$ cat src/rtl/hs_pkg.sv
// Shared constants, state encoding and helpers for the handshake scheduler.
// The state enum takes its values from the localparams so that the encoding is defined in one place.
package hs_pkg;

    localparam int DEF_N_REQ       = 4;
    localparam int DEF_TIMEOUT_CYC = 16;
    localparam int DEF_MAX_RETRY   = 3;

    localparam int MAX_REQ = 8;
    localparam int IDX_W   = 3;
    localparam int TIMER_W = 8;
    localparam int RETRY_W = 3;

    localparam logic [2:0] ST_IDLE = 3'd0;
    localparam logic [2:0] ST_SYN  = 3'd1;
    localparam logic [2:0] ST_WAIT = 3'd2;
    localparam logic [2:0] ST_ACK  = 3'd3;
    localparam logic [2:0] ST_FAIL = 3'd4;

    typedef enum logic [2:0] {
        IDLE = ST_IDLE,
        SYN  = ST_SYN,
        WAIT = ST_WAIT,
        ACK  = ST_ACK,
        FAIL = ST_FAIL
    } hs_state_e;

    function automatic logic [IDX_W-1:0] onehot_to_idx(input logic [MAX_REQ-1:0] oh);
        logic [IDX_W-1:0] idx;
        idx = '0;
        for (int i = 0; i < MAX_REQ; i++) begin
            if (oh[i]) idx = IDX_W'(i);
        end
        return idx;
    endfunction

endpackage

$ cat src/rtl/handshake_scheduler_if.sv
// Requester/network handshake bundle between the scheduler (slave) and its environment (master).
interface handshake_scheduler_if
    import hs_pkg::*;
#(
    parameter int N_REQ = DEF_N_REQ
) ();

    logic [N_REQ-1:0] req;
    logic             rcv_syn_ack;
    logic [N_REQ-1:0] grant;
    logic             send_syn;
    logic             send_ack;
    logic [N_REQ-1:0] open_done;
    logic [N_REQ-1:0] open_fail;
    logic             busy;

    modport master (
        output req, rcv_syn_ack,
        input  grant, send_syn, send_ack, open_done, open_fail, busy
    );

    modport slave (
        input  req, rcv_syn_ack,
        output grant, send_syn, send_ack, open_done, open_fail, busy
    );

endinterface

$ cat src/rtl/handshake_scheduler_rr_arbiter.sv
// Combinational round-robin pick: the first set req bit searching upward from last_owner+1, wrapping.
module rr_arbiter
    import hs_pkg::*;
#(
    parameter int N_REQ = DEF_N_REQ
) (
    input  logic [N_REQ-1:0] req,
    input  logic [IDX_W-1:0] last_owner,
    output logic [N_REQ-1:0] grant
);

    logic [N_REQ-1:0] sel;
    logic             found;

    always_comb begin
        grant = '0;
        found = 1'b0;
        sel   = '0;
        for (int off = 1; off <= N_REQ; off++) begin
            sel = N_REQ'(1) << ((int'(last_owner) + off) % N_REQ);
            if (!found && ((req & sel) != '0)) begin
                grant = sel;
                found = 1'b1;
            end
        end
    end

endmodule

$ cat src/rtl/handshake_scheduler.sv
// Single-channel SYN / SYN-ACK / ACK opener shared round-robin between N_REQ requesters,
// with per-SYN timeout and bounded retransmission.
module handshake_scheduler
    import hs_pkg::*;
#(
    parameter int N_REQ       = DEF_N_REQ,
    parameter int TIMEOUT_CYC = DEF_TIMEOUT_CYC,
    parameter int MAX_RETRY   = DEF_MAX_RETRY
) (
    input  logic                  clock,
    input  logic                  rst,
    handshake_scheduler_if.slave  hs
);

    localparam logic [TIMER_W-1:0] TIMER_LOAD = TIMER_W'(TIMEOUT_CYC - 1);
    localparam logic [RETRY_W-1:0] RETRY_LIM  = RETRY_W'(MAX_RETRY);

    hs_state_e          state_q, state_d;
    logic [N_REQ-1:0]   grant_q, grant_d;
    logic [TIMER_W-1:0] timer_q, timer_d;
    logic [RETRY_W-1:0] retry_q, retry_d;
    logic [IDX_W-1:0]   last_owner_q, last_owner_d;

    logic [N_REQ-1:0]   arb_grant;
    logic [IDX_W-1:0]   owner_idx;
    logic               owner_req;

    rr_arbiter #(.N_REQ(N_REQ)) u_arb (
        .req        (hs.req),
        .last_owner (last_owner_q),
        .grant      (arb_grant)
    );

    assign owner_idx = onehot_to_idx(MAX_REQ'(grant_q));
    assign owner_req = (hs.req & grant_q) != '0;

    always_ff @(posedge clock) begin
        if (rst) begin
            state_q      <= IDLE;
            grant_q      <= '0;
            timer_q      <= '0;
            retry_q      <= '0;
            last_owner_q <= IDX_W'(N_REQ - 1);
        end else begin
            state_q      <= state_d;
            grant_q      <= grant_d;
            timer_q      <= timer_d;
            retry_q      <= retry_d;
            last_owner_q <= last_owner_d;
        end
    end

    // The timer is loaded on entry to SYN and the SYN cycle already counts down,
    // so consecutive SYN strobes are exactly TIMEOUT_CYC cycles apart.
    always_comb begin
        state_d      = state_q;
        grant_d      = grant_q;
        timer_d      = timer_q;
        retry_d      = retry_q;
        last_owner_d = last_owner_q;
        case (state_q)
            IDLE: begin
                if (hs.req != '0) begin
                    grant_d = arb_grant;
                    retry_d = '0;
                    timer_d = TIMER_LOAD;
                    state_d = SYN;
                end
            end
            SYN: begin
                if (!owner_req) begin
                    grant_d      = '0;
                    last_owner_d = owner_idx;
                    state_d      = IDLE;
                end else begin
                    timer_d = timer_q - 1'b1;
                    state_d = WAIT;
                end
            end
            WAIT: begin
                if (!owner_req) begin
                    grant_d      = '0;
                    last_owner_d = owner_idx;
                    state_d      = IDLE;
                end else if (hs.rcv_syn_ack) begin
                    state_d = ACK;
                end else if (timer_q == '0) begin
                    if (retry_q < RETRY_LIM) begin
                        retry_d = retry_q + 1'b1;
                        timer_d = TIMER_LOAD;
                        state_d = SYN;
                    end else begin
                        state_d = FAIL;
                    end
                end else begin
                    timer_d = timer_q - 1'b1;
                end
            end
            ACK, FAIL: begin
                grant_d      = '0;
                last_owner_d = owner_idx;
                state_d      = IDLE;
            end
            default: begin
                grant_d = '0;
                state_d = IDLE;
            end
        endcase
    end

    assign hs.grant     = grant_q;
    assign hs.send_syn  = (state_q == SYN);
    assign hs.send_ack  = (state_q == ACK);
    assign hs.open_done = (state_q == ACK)  ? grant_q : '0;
    assign hs.open_fail = (state_q == FAIL) ? grant_q : '0;
    assign hs.busy      = (state_q != IDLE);

endmodule
$ cat src/flat_wrapper.sv
// flat-port wrapper written by rule: the top's interface ports become plain ports
module handshake_scheduler_flat import hs_pkg::*;
#(
    parameter int N_REQ       = DEF_N_REQ,
    parameter int TIMEOUT_CYC = DEF_TIMEOUT_CYC,
    parameter int MAX_RETRY   = DEF_MAX_RETRY
)
  (clock, rst, hs_req, hs_rcv_syn_ack, hs_grant, hs_send_syn, hs_send_ack, hs_open_done, hs_open_fail, hs_busy);
  handshake_scheduler_if #(.N_REQ(N_REQ)) hs_i ();
  input  logic clock;
  input  logic rst;
  input wire logic [$bits(hs_i.req)-1:0] hs_req;
  input wire logic [$bits(hs_i.rcv_syn_ack)-1:0] hs_rcv_syn_ack;
  output wire logic [$bits(hs_i.grant)-1:0] hs_grant;
  output wire logic [$bits(hs_i.send_syn)-1:0] hs_send_syn;
  output wire logic [$bits(hs_i.send_ack)-1:0] hs_send_ack;
  output wire logic [$bits(hs_i.open_done)-1:0] hs_open_done;
  output wire logic [$bits(hs_i.open_fail)-1:0] hs_open_fail;
  output wire logic [$bits(hs_i.busy)-1:0] hs_busy;
  assign hs_i.req = hs_req;
  assign hs_i.rcv_syn_ack = hs_rcv_syn_ack;
  assign hs_grant = hs_i.grant;
  assign hs_send_syn = hs_i.send_syn;
  assign hs_send_ack = hs_i.send_ack;
  assign hs_open_done = hs_i.open_done;
  assign hs_open_fail = hs_i.open_fail;
  assign hs_busy = hs_i.busy;
  handshake_scheduler #(.N_REQ(N_REQ), .TIMEOUT_CYC(TIMEOUT_CYC), .MAX_RETRY(MAX_RETRY)) u_core (.clock(clock), .rst(rst), .hs(hs_i));
endmodule
$ cat config.mk
export PLATFORM = sky130hd
export DESIGN_NAME = handshake_scheduler_flat
export DESIGN_NICKNAME = d
export VERILOG_FILES = /design/src/rtl/hs_pkg.sv /design/src/rtl/handshake_scheduler_if.sv /design/src/rtl/handshake_scheduler_rr_arbiter.sv /design/src/rtl/handshake_scheduler.sv /design/src/flat_wrapper.sv
export SDC_FILE = /design/constraint.sdc
export NUM_CORES = 1
export LEC_CHECK = 0
export ABC_AREA = 1
export CORE_MARGIN = 4
export CORE_UTILIZATION = 40
export CTS_BUF_LIST = sky130_fd_sc_hd__clkbuf_8
export DETAILED_ROUTE_END_ITERATION = 10
export SLEW_MARGIN = 15
export SYNTH_ARGS = -nofsm -noshare
export SYNTH_HDL_FRONTEND = slang
export SYNTH_SLANG_ARGS = --single-unit
export TNS_END_PERCENT = 50
$ cat constraint.sdc
create_clock -name clock -period 1.9 [get_ports clock]
set_input_delay 0.38 -clock clock [delete_from_list [all_inputs] [get_ports clock]]
set_output_delay 0.38 -clock clock [all_outputs]
set_load 0.02 [all_outputs]
==> impl_metrics.yaml <==
die:
  die_h_um: 72.06
  initial_utilization_pct: 41.34
  coreArea_mm2: 0.003971
  dieWidth_um: 72.06
  num_rows: 23
  fp.dieArea_mm2: 0.005193
  ios: 22
worst_setup_path:
  worst-path-buf-inv: 1
  crit_path_max_incr_delay_ns: 0.66
  endpoint_kind: "output pin"
  cpMaxStageDelayCell: "clkdlybuf4s50_1"
  arrival_ns: 1.39
  cp_top_family: "buffers and inverters"
  crit_type: "flop to output pin"
  crit_required_ns: 1.52
  path_max_fanout: 6
  cp-start-kind: "flop"
  path_cells: "clkdlybuf4s50_1"
clock_tree:
  h-tree-depth: 1
  cts_resized: 11
  cts_hold_buffers: 0
  cts_tree: "done"
  clock_latency_ns: 0.27
  cts-root-buf: "clkbuf_8"
  cts_setup_buffers: 0
  cts.sinks: 20
  numCtsBuffers: 3
  clockBufferDepth: 2
  clk_pin_slew_ns: 0.08
timing:
  period_share_pct: 92.98
  fin_skew_ns: 0.007891
  hold_viol: 0
  rsz0062_at_grt: "false"
  setup-tns-final_ns: 0
  setup_viol: 0
  worst_pin_slew_ns: 0.3513
  slew_headroom_pct: 76.55
  timing.hold.ws_ns: 0.4642
  slew_viol_final: 0
  min_period_ns: 1.767
  fmax_mhz: 566.1
drt:
  routedWlPerCell_um: 12.24
  first_iter_violations: 100
  num_vias: 1776
  ant_nets: 0
  drc_errors: 0
  routed_via_density: 5.045
  firstDrtPassIters: 4
  detail_route.wirelength_mm: 4.308
layout:
  diodes: 0
  fin_cells: 352
  final_net_count: 312
  fin_util_pct: 52.27
  drive_gt1_share_pct: 19.87
  fillers: 414
  syn_to_final_growth_pct: 26.45
power:
  intPower_mw: 1.622
  p_comb_share_pct: 64.1
  power_switching_mw: 1.555
  clkPwrFrac_pct: 13.6
  swShare_pct: 48.95
  irDropWorstVdd_mv: 0.7274
  leakagePower_nw: 0.9961
  p_seq_share_pct: 22.3
  total_power_mw: 3.177
  power_density_mw_per_mm2: 1530
grt:
  first_global_vias: 1609
  track_usage_pct: 17.69
  grt_max_degree: 17
  antenna_found_initial: 0
  grt_pass1_wl_mm: 7.465
  grt-ovfl-total: 0
yosys:
  synth_top_area_cell: "dfxtp_1"
  ys_ff_latch: 20
  async_reset_ff_share_pct: 0
  synth_top_area_share_pct: 24.39
  synth_xor_area_share_pct: 2.134
  synthMuxAreaShare_pct: 0
  ys_seq_area_share_pct: 24.39
  synth_compound_area_share_pct: 12.04
  synth_top_family_by_area: "simple AND/OR/NAND/NOR gates"
  syn-cell-area_mm2: 0.001642
  synth_area_leaders: "dfxtp_1, nand2_1, nand3_1"
  synth_top_flop_cell: "dfxtp_1"
  synth_edf_count: 0
  yosys.area_share.adder_pct: 1.524
  synth_warnings: 0
  netlist_instances: 264
  synthDistinctLibCells: 31
  syn_area_per_cell_um2: 6.218
  yosys.area_share.simple_pct: 49.92
  yosysMostFrequentCell: "nand2_1"
  netlist_top_cells_count: "nand2_1, nand3_1, inv_1"
  syn-num-nets: 273
job:
  maxCapViolations: 0
place:
  dp_hpwl_mm: 3.432
  gp_congestion: 0.9176
  portBuffers: 21
  placedCellCount: 348
run_status:
  status: "finished clean"
hold_path:
  hold_class: "flop to flop"
stage by stage:
step,setup WS (ns),area [µm²]
CTS,0.04623,2069
global placement,-0.1024,2012
floorplan,0.0005119,1642
detailed placement,-0.06607,2012
finish,0.1335,2076
global route,0.004251,2076
cells by family (layout without fill, tap and decap cells):
family | Yosys count | after routing
simple gates | 165 | 165
flops | 20 | 20
xor+xnor | 4 | 4
buf+inv | 39 | 77
fa+ha+maj | 2 | 2
compound gates | 34 | 34
worst paths after layout:
check	start	end	slack [ns]	cells after the start
hold reg to reg	u_core.retry_q[2]	u_core.retry_q[2]	0.46	2
setup / recovery	u_core.hs.grant[2]	hs_grant[2]	0.13	1
setup reg to reg	u_core.timer_q[0]	u_core.timer_q[7]	0.25	10
hold / removal	u_core.retry_q[2]	u_core.retry_q[2]	0.46	2
flip-flops by register name, indices dropped and copies added, names as in the netlist:
register / cells
u_core.hs.grant: 4
u_core.timer_q: 8
u_core.retry_q: 3
u_core.last_owner_q: 2
u_core.state_q: 3
final cells by class:
class                      instances  area (µm²)  area share, %
clock inverter                     1       30.03          1.447
sequential                        20       400.4          19.29
clock buffer                       3       41.29          1.989
multi-input combinational        205        1082          52.14
timing repair buffer              38       325.3          15.67
tap                               50       62.56          3.014
inverter                          35       133.9          6.450
placed cells by master (no fill, tap or decap), drive strengths merged:
cell type / instances
nand2: 79
nor2: 38
inv: 35
nand3: 33
a21oi: 21
dfxtp: 20
buf: 17
clkdlybuf4s50: 10
dlygate4sd2: 10
o21ai: 10
nand4: 8
xor2: 4
nor3: 4
clkbuf: 3
ha: 2
or2: 2
nor3b: 1
o211ai: 1
a31o: 1
a211oi: 1
bufinv: 1
clkdlybuf4s15: 1
power by group through the flow:
stage | logic [mW] | clock network, mW | registers (mW)
detailed placement | 2.03 | 0 | 0.712
global route | 2.29 | 0.454 | 0.727
floorplan | 1.45 | 0 | 0.714
CTS | 2.03 | 0.443 | 0.704
finish | 2.04 | 0.432 | 0.709
global placement | 2.05 | 0 | 0.718
per-layer routing:
| layer | up-vias | part of all wire (%) | global-route usage [%] | wire length (µm) |
|---|---|---|---|---|
| met2 | 60 | 44 | 27.50 | 1895 |
| met4 | 0 | 2.1 | 6.472 | 92 |
| met5 | - | 0 | 0 | 0 |
| met3 | 8 | 4.2 | 2.355 | 179 |
| met1 | 771 | 50 | 24.89 | 2141 |
| li1 | 937 | - | - | - |
(Power assumes the default switching activity.)
